File: src/rtl/display_multiplexado_pkg.sv
// Shared constants for the multiplexed 7-segment display driver:
// scan-state encoding, blank pattern and active-low glyphs (a..g).
package display_multiplexado_pkg;

    typedef enum logic {
        EXIBE   = 1'b0,
        APAGADO = 1'b1
    } estado_t;

    localparam logic [0:6] SEG_APAGADO = 7'b1111111;

    localparam logic [0:6] G_0 = 7'b0000001;
    localparam logic [0:6] G_1 = 7'b1001111;
    localparam logic [0:6] G_2 = 7'b0010010;
    localparam logic [0:6] G_3 = 7'b0000110;
    localparam logic [0:6] G_4 = 7'b1001100;
    localparam logic [0:6] G_5 = 7'b0100100;
    localparam logic [0:6] G_6 = 7'b0100000;
    localparam logic [0:6] G_7 = 7'b0001111;
    localparam logic [0:6] G_8 = 7'b0000000;
    localparam logic [0:6] G_9 = 7'b0000100;
    localparam logic [0:6] G_A = 7'b0001000;
    localparam logic [0:6] G_B = 7'b1100000;
    localparam logic [0:6] G_C = 7'b0110001;
    localparam logic [0:6] G_D = 7'b1000010;
    localparam logic [0:6] G_E = 7'b0110000;
    localparam logic [0:6] G_F = 7'b0111000;

endpackage

File: src/rtl/display_multiplexado_decodificador_hex.sv
// Combinational nibble-to-glyph decoder, active-low segments a..g.
// Ports: valor (4b), modo_hex (show A..F), apagar (force blank) -> segmentos[0:6].
module decodificador_hex
    import display_multiplexado_pkg::*;
(
    input  logic [3:0] valor,
    input  logic       modo_hex,
    input  logic       apagar,
    output logic [0:6] segmentos
);

    logic [0:6] hex_ou_branco;

    always_comb begin
        hex_ou_branco = SEG_APAGADO;
        segmentos     = SEG_APAGADO;
        unique case (valor)
            4'hA: hex_ou_branco = G_A;
            4'hB: hex_ou_branco = G_B;
            4'hC: hex_ou_branco = G_C;
            4'hD: hex_ou_branco = G_D;
            4'hE: hex_ou_branco = G_E;
            4'hF: hex_ou_branco = G_F;
            default: hex_ou_branco = SEG_APAGADO;
        endcase
        if (!apagar) begin
            unique case (valor)
                4'h0: segmentos = G_0;
                4'h1: segmentos = G_1;
                4'h2: segmentos = G_2;
                4'h3: segmentos = G_3;
                4'h4: segmentos = G_4;
                4'h5: segmentos = G_5;
                4'h6: segmentos = G_6;
                4'h7: segmentos = G_7;
                4'h8: segmentos = G_8;
                4'h9: segmentos = G_9;
                default: segmentos = modo_hex ? hex_ou_branco : SEG_APAGADO;
            endcase
        end
    end

endmodule

File: src/rtl/display_multiplexado.sv
// N-digit time-multiplexed 7-segment driver with blanking gap, double buffer,
// leading-zero suppression and decimal points. Ports: clock, reset (sync, high),
// valores/pontos/carregar (load), apagar_zeros, segmentos/ponto/anodos (active-low), indice.
module display_multiplexado
    import display_multiplexado_pkg::*;
#(
    parameter int N_DIGITOS     = 4,
    parameter int DIV_VARREDURA = 50000,
    parameter int T_APAGADO     = 2,
    parameter int MODO_HEX      = 0
) (
    input  logic                         clock,
    input  logic                         reset,
    input  logic [4*N_DIGITOS-1:0]       valores,
    input  logic [N_DIGITOS-1:0]         pontos,
    input  logic                         carregar,
    input  logic                         apagar_zeros,
    output logic [0:6]                   segmentos,
    output logic                         ponto,
    output logic [N_DIGITOS-1:0]         anodos,
    output logic [$clog2(N_DIGITOS)-1:0] indice
);

    localparam int TA   = (T_APAGADO > 0) ? T_APAGADO : 1;
    localparam int CMAX = (DIV_VARREDURA > TA) ? DIV_VARREDURA : TA;
    localparam int CW   = $clog2(CMAX + 1);
    localparam int IW   = $clog2(N_DIGITOS);
    localparam int BW   = 4 * N_DIGITOS;

    estado_t              estado, estado_prox;
    logic [CW-1:0]        cnt, cnt_prox;
    logic [IW-1:0]        idx, idx_prox, idx_seguinte;
    logic                 fim_exibe, fim_apag, avanca, wrap;

    logic [BW-1:0]        ativo_v, pend_v;
    logic [N_DIGITOS-1:0] ativo_p, pend_p;
    logic                 pendente;

    logic [3:0]           digito;
    logic                 ponto_sel, todos_zero, suprime;
    logic [0:6]           glifo;

    assign fim_exibe = (estado == EXIBE) && (cnt == CW'(DIV_VARREDURA - 1));
    assign fim_apag  = (estado == APAGADO) && (cnt == CW'(TA - 1));
    // With no gap the digit advances straight out of EXIBE.
    assign avanca    = fim_apag || ((T_APAGADO == 0) && fim_exibe);
    assign wrap      = avanca && (idx == IW'(N_DIGITOS - 1));

    assign idx_seguinte = (idx == IW'(N_DIGITOS - 1)) ? '0 : idx + 1'b1;
    assign indice       = idx;

    always_ff @(posedge clock) begin
        if (reset) begin
            estado <= EXIBE;
            cnt    <= '0;
            idx    <= '0;
        end else begin
            estado <= estado_prox;
            cnt    <= cnt_prox;
            idx    <= idx_prox;
        end
    end

    always_comb begin
        estado_prox = estado;
        cnt_prox    = cnt + 1'b1;
        idx_prox    = idx;
        unique case (estado)
            EXIBE: begin
                if (fim_exibe) begin
                    cnt_prox = '0;
                    if (T_APAGADO == 0) begin
                        idx_prox = idx_seguinte;
                    end else begin
                        estado_prox = APAGADO;
                    end
                end
            end
            APAGADO: begin
                if (fim_apag) begin
                    cnt_prox    = '0;
                    estado_prox = EXIBE;
                    idx_prox    = idx_seguinte;
                end
            end
            default: estado_prox = EXIBE;
        endcase
    end

    // Active buffer only moves on the frame wrap, so a frame is never torn.
    always_ff @(posedge clock) begin
        if (reset) begin
            ativo_v  <= '0;
            ativo_p  <= '0;
            pend_v   <= '0;
            pend_p   <= '0;
            pendente <= 1'b0;
        end else if (wrap && carregar) begin
            ativo_v  <= valores;
            ativo_p  <= pontos;
            pendente <= 1'b0;
        end else if (wrap && pendente) begin
            ativo_v  <= pend_v;
            ativo_p  <= pend_p;
            pendente <= 1'b0;
        end else if (carregar) begin
            pend_v   <= valores;
            pend_p   <= pontos;
            pendente <= 1'b1;
        end
    end

    // Digit mux plus "everything from here upward is zero" detection.
    always_comb begin
        digito     = '0;
        ponto_sel  = 1'b0;
        todos_zero = 1'b1;
        for (int i = 0; i < N_DIGITOS; i++) begin
            if (idx == IW'(i)) begin
                digito    = ativo_v[4*i +: 4];
                ponto_sel = ativo_p[i];
            end
            if ((i >= int'(idx)) && (ativo_v[4*i +: 4] != 4'd0)) begin
                todos_zero = 1'b0;
            end
        end
        suprime = apagar_zeros && (idx != '0) && todos_zero;
    end

    decodificador_hex u_dec (
        .valor     (digito),
        .modo_hex  (MODO_HEX != 0),
        .apagar    (suprime),
        .segmentos (glifo)
    );

    always_ff @(posedge clock) begin
        if (reset) begin
            segmentos <= SEG_APAGADO;
            ponto     <= 1'b1;
            anodos    <= '1;
        end else if (estado == EXIBE) begin
            segmentos <= glifo;
            ponto     <= ~ponto_sel;
            anodos    <= ~(N_DIGITOS'(1) << idx);
        end else begin
            segmentos <= SEG_APAGADO;
            ponto     <= 1'b1;
            anodos    <= '1;
        end
    end

endmodule
File: config.mk
export PLATFORM = sky130hd
export DESIGN_NAME = display_multiplexado
export DESIGN_NICKNAME = d
export VERILOG_FILES = /design/src/rtl/display_multiplexado_pkg.sv /design/src/rtl/display_multiplexado_decodificador_hex.sv /design/src/rtl/display_multiplexado.sv
export SDC_FILE = /design/constraint.sdc
export NUM_CORES = 1
export LEC_CHECK = 0
export BUFFER_PORTS_ARGS = -buffer_cell sky130_fd_sc_hd__buf_4
export CAP_MARGIN = 20
export CORE_UTILIZATION = 45
export CTS_CLUSTER_DIAMETER = 200
export DETAILED_ROUTE_END_ITERATION = 12
export GPL_TIMING_DRIVEN = 0
export PLACE_DENSITY = 0.62
export SYNTH_ARGS = -nofsm -noshare
export SYNTH_HDL_FRONTEND = slang
export SYNTH_SLANG_ARGS = --single-unit
File: constraint.sdc
create_clock -name clock -period 2.8 [get_ports clock]
set_clock_uncertainty 0.2 [all_clocks]
set_input_delay 0.42 -clock clock [delete_from_list [all_inputs] [get_ports clock]]
set_output_delay 0.42 -clock clock [all_outputs]
set_load 0.05 [all_outputs]
==> flow_summary.toml, run 1 <==
[yosys]
synth_area_sq_mm = 0.00328
synth_ff_type = "dfxtp_1"
ys_top_cells_by_area = "dfxtp_1 (44%), nor2_1 (7.9%), nand2_1 (6.9%), mux2i_1 (6.7%), a22oi_1 (4.6%)"
synth_top_family_by_area = "simple AND/OR/NAND/NOR gates"
ys_seq_area_share_pct = 43.9
synth.area.mux_share_pct = 6.71
netlist_instances = 389
yosys.area_share.simple_pct = 23.9
async_flop_share_pct = 0
synth_edf_count = 0
synth_fa_ha_area_share_pct = 2.67
syn_avg_cell_area_sq_um = 8.44
yosys.area.top_type = "dfxtp_1"
syn_nets = 420
yosysWarnings = 0
synth-compound-area-share_pct = 14.3
netlist-cell-type-count = 42
yosysTopAreaCellShare_pct = 43.9
ys_ff_latch = 72
synth_xor_area_share_pct = 4.00

[floorplanning]
ioPinCount = 38
die_w_um = 87.4
core_sq_mm = 0.00691
die_area_sq_mm = 0.00764
num_rows = 30
initial_core_util_pct = 47.5
dieHeight_um = 87.4

[pwr]
powerDensity_mw_per_mm2 = 536
power_leakage_nw = 1.54
finalPower_mw = 2.09
vdd_drop_max_mv = 0.283

[global_routing]
antenna_found_initial = 0
met1_usage_pct = 28.4
met2_usage_pct = 32.0
top_usage_layer = "met2"
grt-ovfl-total = 0
grt_pass1_wl_um = 12300
grtUsageMet3_pct = 5.02
first_global_vias = 2533
grt_max_degree = 12
track_usage_pct = 21.1

[clock_network]
post-cts-setup-buffer-count = 0
cts_hold_buf = 0
cts.clk_slew.worst_paths_ps = 70
numCtsBuffers = 9
clkSinkCount = 72
clk_path_buf_depth = 2
cts_resized = 0
cts_max_level = 3
cts-root-buf = "clkbuf_8"
clkLatencyLatePin_ps = 350
cts_tree = "built"

[setup_path]
crit_buf_inv = 1
worst_ep_arrival_time_ps = 2610
critical_path.endpoint_type = "flop"
start_kind = "flop"
crit_type = "flop to flop"
worstSetupPathDepth = 6
path_cells = "inv_1, ha_1, or4b_2, o41a_1, nor2b_1, o221ai_1"
cp_slowest_stage_delay_ps = 640
r2r_cells = 6
critPathSlowestCell = "or4b_2"
critical-path-top-delay-family = "simple AND/OR/NAND/NOR gates"
crit_path_max_fanout = 7
crit_required_ps = 2870

[final_layout]
final_core_util_pct = 56.5
layout_commonest_cell = "dfxtp_1"
final_cell_area_sq_mm = 0.00390
layout.nets = 467
area_growth_pct = 18.8
final_cell_count_no_fill = 536
layout-drive-gt1-share_pct = 15.5
antenna_cells = 0
layout_common_cells = "dfxtp_1 (72), nor2_1 (69), nand2_1 (60)"

[drt]
routedWlPerCell_um = 13.7
wl_um = 7350
vias_per_cell = 5.13
first_pass_iters = 4
drt_iter0_drc = 110
vias = 2747
ant_nets = 0
drc = 0

[sta]
fin_crit_sh_pct = 90.6
slew_viol_final = 0
tns_ps = 0
finalSetupViolCount = 0
fmax_mhz = 394
rsz0062_at_grt = "false"
max_slew.worst_pin.slew_ps = 683
final_hold_viol_count = 0
relSlewSlack_pct = 54.3
worst_hold_slack_ps = 107
period_needed_ps = 2540
worst_slack_ps = 264

[flow_run]
cap_violations = 0

[place]
gp_congestion = 0.836
numPlacedInstances = 521
dp_slack_ps = 204
place_area_sq_mm = 0.00367
hpwl_um = 5260
port_buffers = 36

[hold_path]
hold_path_class = "primary input to flop"
whs_path_depth = 3

[run_status]
outcome = "finished, final reports clean"
## cell type report
class                           count  area [sq um]
Fill cell                         687          3010
Multi-Input combinational cell    283          1720
Sequential cell                    72          1440
Timing Repair Buffer               36           270
Clock buffer                       12           165
Tap cell                           96           120
Buffer                             24           109
Clock inverter                      3          40.0
Inverter                           10          37.5
## routing by layer
metal	share of wire [%]	wire, um	vias to the layer above
li1	-	-	1426
met1	50	3680	1265
met2	45	3300	46
met3	3.3	246	10
met4	1.6	116	0
met5	0	0	-
## state kept, by name, indices dropped and copies added (netlist names)
signal     flops
estado         1
cnt           16
indice         2
anodos         4
pend_v        16
segmentos      7
ponto          1
ativo_v       16
pendente       1
pend_p         4
ativo_p        4
## cell families (layout without fill, tap and decap cells)
group           Yosys count  in the layout
compound gates           65             65
xor+xnor                 15             15
fa+ha+maj                 7              7
buf+inv                  34             85
flops                    72             72
mux                      22             22
simple gates            174            174
## final timing paths
check,start,end,slack [ps]
max,indice[0],segmentos[6],260
min,valores[12],pend_v[12],110
max reg2reg,indice[0],segmentos[6],260
min reg2reg,cnt[0],cnt[0],270
## Yosys cell counts (all sizes together), types with 2 or more instances
cell    instances
mux2i          22
xnor2           6
or4             3
buf            10
nor2           69
a22o            2
nor3            6
ha              7
o22ai           2
and2            2
nand3           5
xor2            9
o21ai          21
dfxtp          72
clkbuf         14
a21oi           5
o211ai          2
nor2b           7
a22oi          21
nand4           3
nor4            4
a221oi          3
inv            10
nand2          60
nor3b           4
nand3b          5
a211oi          5
## tightest hold or removal path, stage by stage
cell     delay, ps
buf_4           80
mux2i_1         50
nor2_1          70
## where the power goes
part,switching [mW],leakage (nW),total [mW],internal (mW)
clock,0.379,0.108,0.856,0.477
sequential,0.0130,0.588,1.06,1.05
combinational,0.104,0.843,0.173,0.0693
total,0.496,1.54,2.09,1.60
No activity file was read; power rests on OpenSTA's default activity.
==> run 2, diff against run 1 <==
==> constraint.sdc (replaced) <==
create_clock -name clock -period 3.2 [get_ports clock]
set_clock_uncertainty 0.2 [all_clocks]
set_input_delay 0.48 -clock clock [delete_from_list [all_inputs] [get_ports clock]]
set_output_delay 0.48 -clock clock [all_outputs]
set_load 0.05 [all_outputs]
==> run 2 against run 1 <==
Clock power decreased by 13%; die area unchanged; non-clock buffer count unchanged; via count decreased by 0.29%; register-to-register slack improved by 350 ps; largest cell class unchanged; highest routed layer unchanged; final cell count unchanged; total power decreased by 13%; sequential cell count unchanged; sequential power decreased by 12%; count of clock-buffer cells in the layout unchanged.
==> flow_summary.toml, run 2 (synthesis results as in run 1) <==
[setup_path]
path_cells = "inv_1, ha_1, clkbuf_1, nand3b_1, a221oi_2, nor2b_1, o32ai_1, nand2_1"
crit_required_ps = 3240
worst_ep_arrival_time_ps = 2630
cp_slowest_stage_delay_ps = 580
critical_path.endpoint_type = "flop"
r2r-start = "indice[1]"
r2r_slack_ps = 610
r2r_cells = 8
critPathSlowestCell = "a221oi_2"
start_kind = "flop"
startpoint = "indice[1]"
crit_type = "flop to flop"
crit_path_max_fanout = 10
r2r_end = "segmentos[0]"

[drt]
first_pass_iters = 4
drc = 0
ant_nets = 0
routedWlPerCell_um = 13.7
vias_per_cell = 5.11
wl_um = 7350
drt_iter0_drc = 126
vias = 2739

[clock_network]
post-cts-setup-buffer-count = 0
cts_hold_buf = 0
cts_max_level = 3
cts_tree = "built"
cts.clk_slew.worst_paths_ps = 70
clkSinkCount = 72
clk_path_buf_depth = 2
cts-root-buf = "clkbuf_8"
cts_resized = 0
clkLatencyLatePin_ps = 350
numCtsBuffers = 9

[final_layout]
final_cell_count_no_fill = 536
layout_common_cells = "dfxtp_1 (72), nor2_1 (69), nand2_1 (60)"
final_cell_area_sq_mm = 0.00388
fill_cells = 690
layout-drive-gt1-share_pct = 15.5
largestRegisters = "ativo_v (16), cnt (16), pend_v (16)"
antenna_cells = 0
layout_commonest_cell = "dfxtp_1"
layout.nets = 467
final_core_util_pct = 56.2
area_growth_pct = 18.1

[sta]
tns_ps = 0
max_slew.worst_pin.slew_ps = 672
rsz0062_at_grt = "false"
worst_hold_slack_ps = 167
finalSetupViolCount = 0
fin_crit_sh_pct = 80.8
final_hold_viol_count = 0
fmax_mhz = 387
relSlewSlack_pct = 55.0
slew_viol_final = 0
period_needed_ps = 2590

[flow_run]
cap_violations = 0

[floorplanning]
die_w_um = 87.4
dieHeight_um = 87.4
die_area_sq_mm = 0.00764
initial_core_util_pct = 47.5
ioPinCount = 38
num_rows = 30
core_sq_mm = 0.00691

[global_routing]
track_usage_pct = 21.1
antenna_found_initial = 0
grt-ovfl-total = 0
grt_pass1_wl_um = 12300
grt_max_degree = 12
first_global_vias = 2533

[pwr]
vdd_drop_max_mv = 0.247
powerDensity_mw_per_mm2 = 472
power_leakage_nw = 1.54

[place]
port_buffers = 36
numPlacedInstances = 521
place_area_sq_mm = 0.00367
gp_congestion = 0.836
hpwl_um = 5260

[hold_path]
min_from = "valores[12]"
min_delay_worst_endpoint = "pend_v[12]"
hold_path_class = "primary input to flop"
whs_path_depth = 3

[run_status]
outcome = "finished, final reports clean"
## run 2: cell counts in the layout (fill, tap and decap cells not counted)
Identical to the previous run, type by type.
## run 2: layout make-up
cell class              count  area, sq um  share of cell area (%)
plain buffers              24          109                    2.81
clock buffers              12          165                    4.26
clock inverters             3         40.0                    1.03
inverters                  10         37.5                   0.968
multi-input cells         283         1700                    43.7
flip-flops and latches     72         1440                    37.2
well taps                  96          120                    3.10
repair buffers             36          270                    6.97
## run 2: metal layers
layer  vias to the layer above  track usage [%]  routed length [um]
li1                       1421                -                   -
met1                      1256             28.4                3680
met2                        47             32.0                3280
met3                        15             5.02                 229
met4                         0             9.54                 163
met5                         -                0                   0
## run 2: power by group
part / switching (mW) / internal [mW] / leakage [nW]
Clock: 0.330 / 0.417 / 0.108
Combinational: 0.0905 / 0.0606 / 0.842
Sequential: 0.0114 / 0.920 / 0.588
## run 2: per-stage QoR
stage                     power (mW)  setup WS [ps]
final                           1.83            613
after CTS                       1.85            598
after detailed placement        1.11            604
after floorplan                 1.05            557
after global routing            1.91            332
after global placement          1.10            607
## run 2: worst max path at each step
stage | endpoint | slack [ps] | depth (start not counted)
after CTS | segmentos[0] | 600 | 8
after detailed placement | segmentos[0] | 600 | 8
after global placement | segmentos[0] | 610 | 8
final | segmentos[0] | 610 | 8
after floorplan | segmentos[6] | 560 | 6
after global routing | segmentos[5] | 330 | 8
## run 2: worst max-delay path, delay by kind of cell, from the launching register on
kind                     cells  cell delay, ps
AND/OR/NAND/NOR              3             470
adder cells (fa/ha/maj)      1             220
AO/OA/AOI/OAI                2             830
flip-flops                   1             460
buffers and inverters        2             300
==> run 3, diff against run 2 <==
--- a/config.mk
+++ b/config.mk
@@ -11,7 +11,7 @@
 export CTS_CLUSTER_DIAMETER = 200
 export DETAILED_ROUTE_END_ITERATION = 12
 export GPL_TIMING_DRIVEN = 0
-export PLACE_DENSITY = 0.62
+export PLACE_DENSITY = 0.65
 export SYNTH_ARGS = -nofsm -noshare
 export SYNTH_HDL_FRONTEND = slang
 export SYNTH_SLANG_ARGS = --single-unit
==> constraint.sdc (replaced) <==
create_clock -name clock -period 2.2 [get_ports clock]
set_clock_uncertainty 0.2 [all_clocks]
set_input_delay 0.33 -clock clock [delete_from_list [all_inputs] [get_ports clock]]
set_output_delay 0.33 -clock clock [all_outputs]
set_load 0.05 [all_outputs]
==> run 3 against run 2 <==
The flow now finishes with violations (negative setup slack); sequential power rose by 46%; routed wire length rose by 16%; die area did not move; design area rose by 16%; critical path depth did not move; sequential cell count did not move; register-to-register slack got worse by 660 ps.
==> flow_summary.toml, run 3 (synthesis results as in run 1) <==
[setup_path]
crit_required_ps = 2230
critical_path.endpoint_type = "flop"
cp_slowest_stage_delay_ps = 510
start_kind = "flop"
crit_type = "flop to flop"
worst_ep_arrival_time_ps = 2280
path_cells = "ha_1, buf_6, buf_12, nand3_1, or4_4, clkbuf_16, a22oi_2, nor2_1"
crit_path_max_fanout = 10
critPathSlowestCell = "or4_4"

[drt]
ant_nets = 0
first_pass_iters = 4
wl_um = 8510
vias = 2946
routedWlPerCell_um = 15.2
vias_per_cell = 5.27
drt_iter0_drc = 119
drc = 0

[pwr]
vdd_drop_max_mv = 0.368
switchingPower_mw = 0.677
p_sw_share_pct = 24.2
finalPower_mw = 2.80
pwr-share-comb_pct = 8.7
power.internal_mw = 2.12
power_leakage_nw = 1.76
seq_power_share_pct = 48.4
powerDensity_mw_per_mm2 = 624
clockPowerShare_pct = 42.9

[sta]
max_slew.worst_pin.slew_ps = 721
worst_slack_ps = -44.6
rsz0062_at_grt = "true"
slew_viol_final = 0
tns_ps = -351
fin_crit_sh_pct = 102
relSlewSlack_pct = 51.7
finalSetupViolCount = 18
period_needed_ps = 2240
worst_hold_slack_ps = 11.0
fmax_mhz = 446
final_hold_viol_count = 0

[floorplanning]
ioPinCount = 38
die_area_sq_mm = 0.00764
num_rows = 30
initial_core_util_pct = 47.5
die_w_um = 87.4
core_sq_mm = 0.00691
dieHeight_um = 87.4

[clock_network]
clkLatencyLatePin_ps = 360
clkSinkCount = 72
cts.clk_slew.worst_paths_ps = 80
cts-root-buf = "clkbuf_8"
cts_max_level = 3
cts_tree = "built"
cts_hold_buf = 0
numCtsBuffers = 9
clk_path_buf_depth = 2

[global_routing]
track_usage_pct = 21.8
grt-ovfl-total = 0
grt_pass1_wl_um = 12600
first_global_vias = 2614
antenna_found_initial = 0
grt_max_degree = 13

[final_layout]
layout-drive-gt1-share_pct = 31.1
area_growth_pct = 36.8
layout.area.seq_sq_mm = 0.00145
layout_common_cells = "dfxtp_1 (68), nor2_1 (66), nand2_1 (60)"
layout_commonest_cell = "dfxtp_1"
fill_cells = 583
final_cell_count_no_fill = 559
multi_input_area_sq_mm = 0.00198
layout.nets = 489
antenna_cells = 0
final_core_util_pct = 65.0
largestRegisters = "ativo_v (16), cnt (16), pend_v (16)"
final_cell_area_sq_mm = 0.00449

[place]
port_buffers = 36
hpwl_um = 5230
dp_slack_ps = -157
place_area_sq_mm = 0.00371
gp_congestion = 0.836
numPlacedInstances = 521

[run_status]
outcome = "finished, violations left"
violations = "negative setup slack"

[hold_path]
hold_path_class = "primary input to flop"

[flow_run]
cap_violations = 0
==> run 3: cell types whose count changed in the layout (fill, tap and decap cells not counted), sizes merged <==
| cell | delta |
|---|---|
| clkbuf | -1 |
| clkinv | -2 |
| buf | +24 |
| clkinvlp | +2 |
==> run 3: layout make-up <==
class                      count  area share, %
timing repair buffer          60           10.9
inverter                      10          0.836
sequential                    72           32.4
tap                           96           2.67
buffer                        22           3.76
clock buffer                  13           4.24
clock inverter                 3           1.00
multi-input combinational    283           44.2
==> run 3: path summary, 6_finish.rpt <==
path	end	slack (ps)	depth (start not counted)	startpoint
worst min register to register	cnt[0]	260	1	cnt[0]
worst max-delay path	ativo_v[1]	-40	8	indice[0]
worst min-delay path	pend_p[1]	10	3	pontos[1]
worst max register to register	ativo_v[1]	-40	8	indice[0]
==> run 3: what timing repair did <==
action,in CTS,in global routing
cloned,0,4
pin swaps,6,32
setup buffers,14,6
resized for setup,18,73
endpoints found under the setup margin,58,48
==> run 3: per-layer routing <==
metal | global-route usage [%] | part of all wire [%] | vias to the layer above
li1 | - | - | 1468
met1 | 28.4 | 46 | 1385
met2 | 34.7 | 47 | 75
met3 | 4.74 | 4.3 | 18
met4 | 9.54 | 2.4 | 0
met5 | 0 | 0 | -
==> run 3: worst max-delay path: cells and delay by family, from the launching register on <==
| family | cells | cell delay (ps) |
|---|---|---|
| buffers and inverters | 3 | 540 |
| AND/OR/NAND/NOR | 3 | 650 |
| adder cells (fa/ha/maj) | 1 | 170 |
| AO/OA/AOI/OAI | 1 | 170 |
| flip-flops | 1 | 380 |
==> run 3: power groups by stage <==
stage | Sequential, mW | Clock, mW | Combinational (mW)
after CTS | 1.35 | 1.21 | 0.231
after global routing | 1.36 | 1.28 | 0.264
after floorplan | 1.40 | 0 | 0.114
after detailed placement | 1.38 | 0 | 0.221
after global placement | 1.38 | 0 | 0.218
final | 1.36 | 1.20 | 0.243
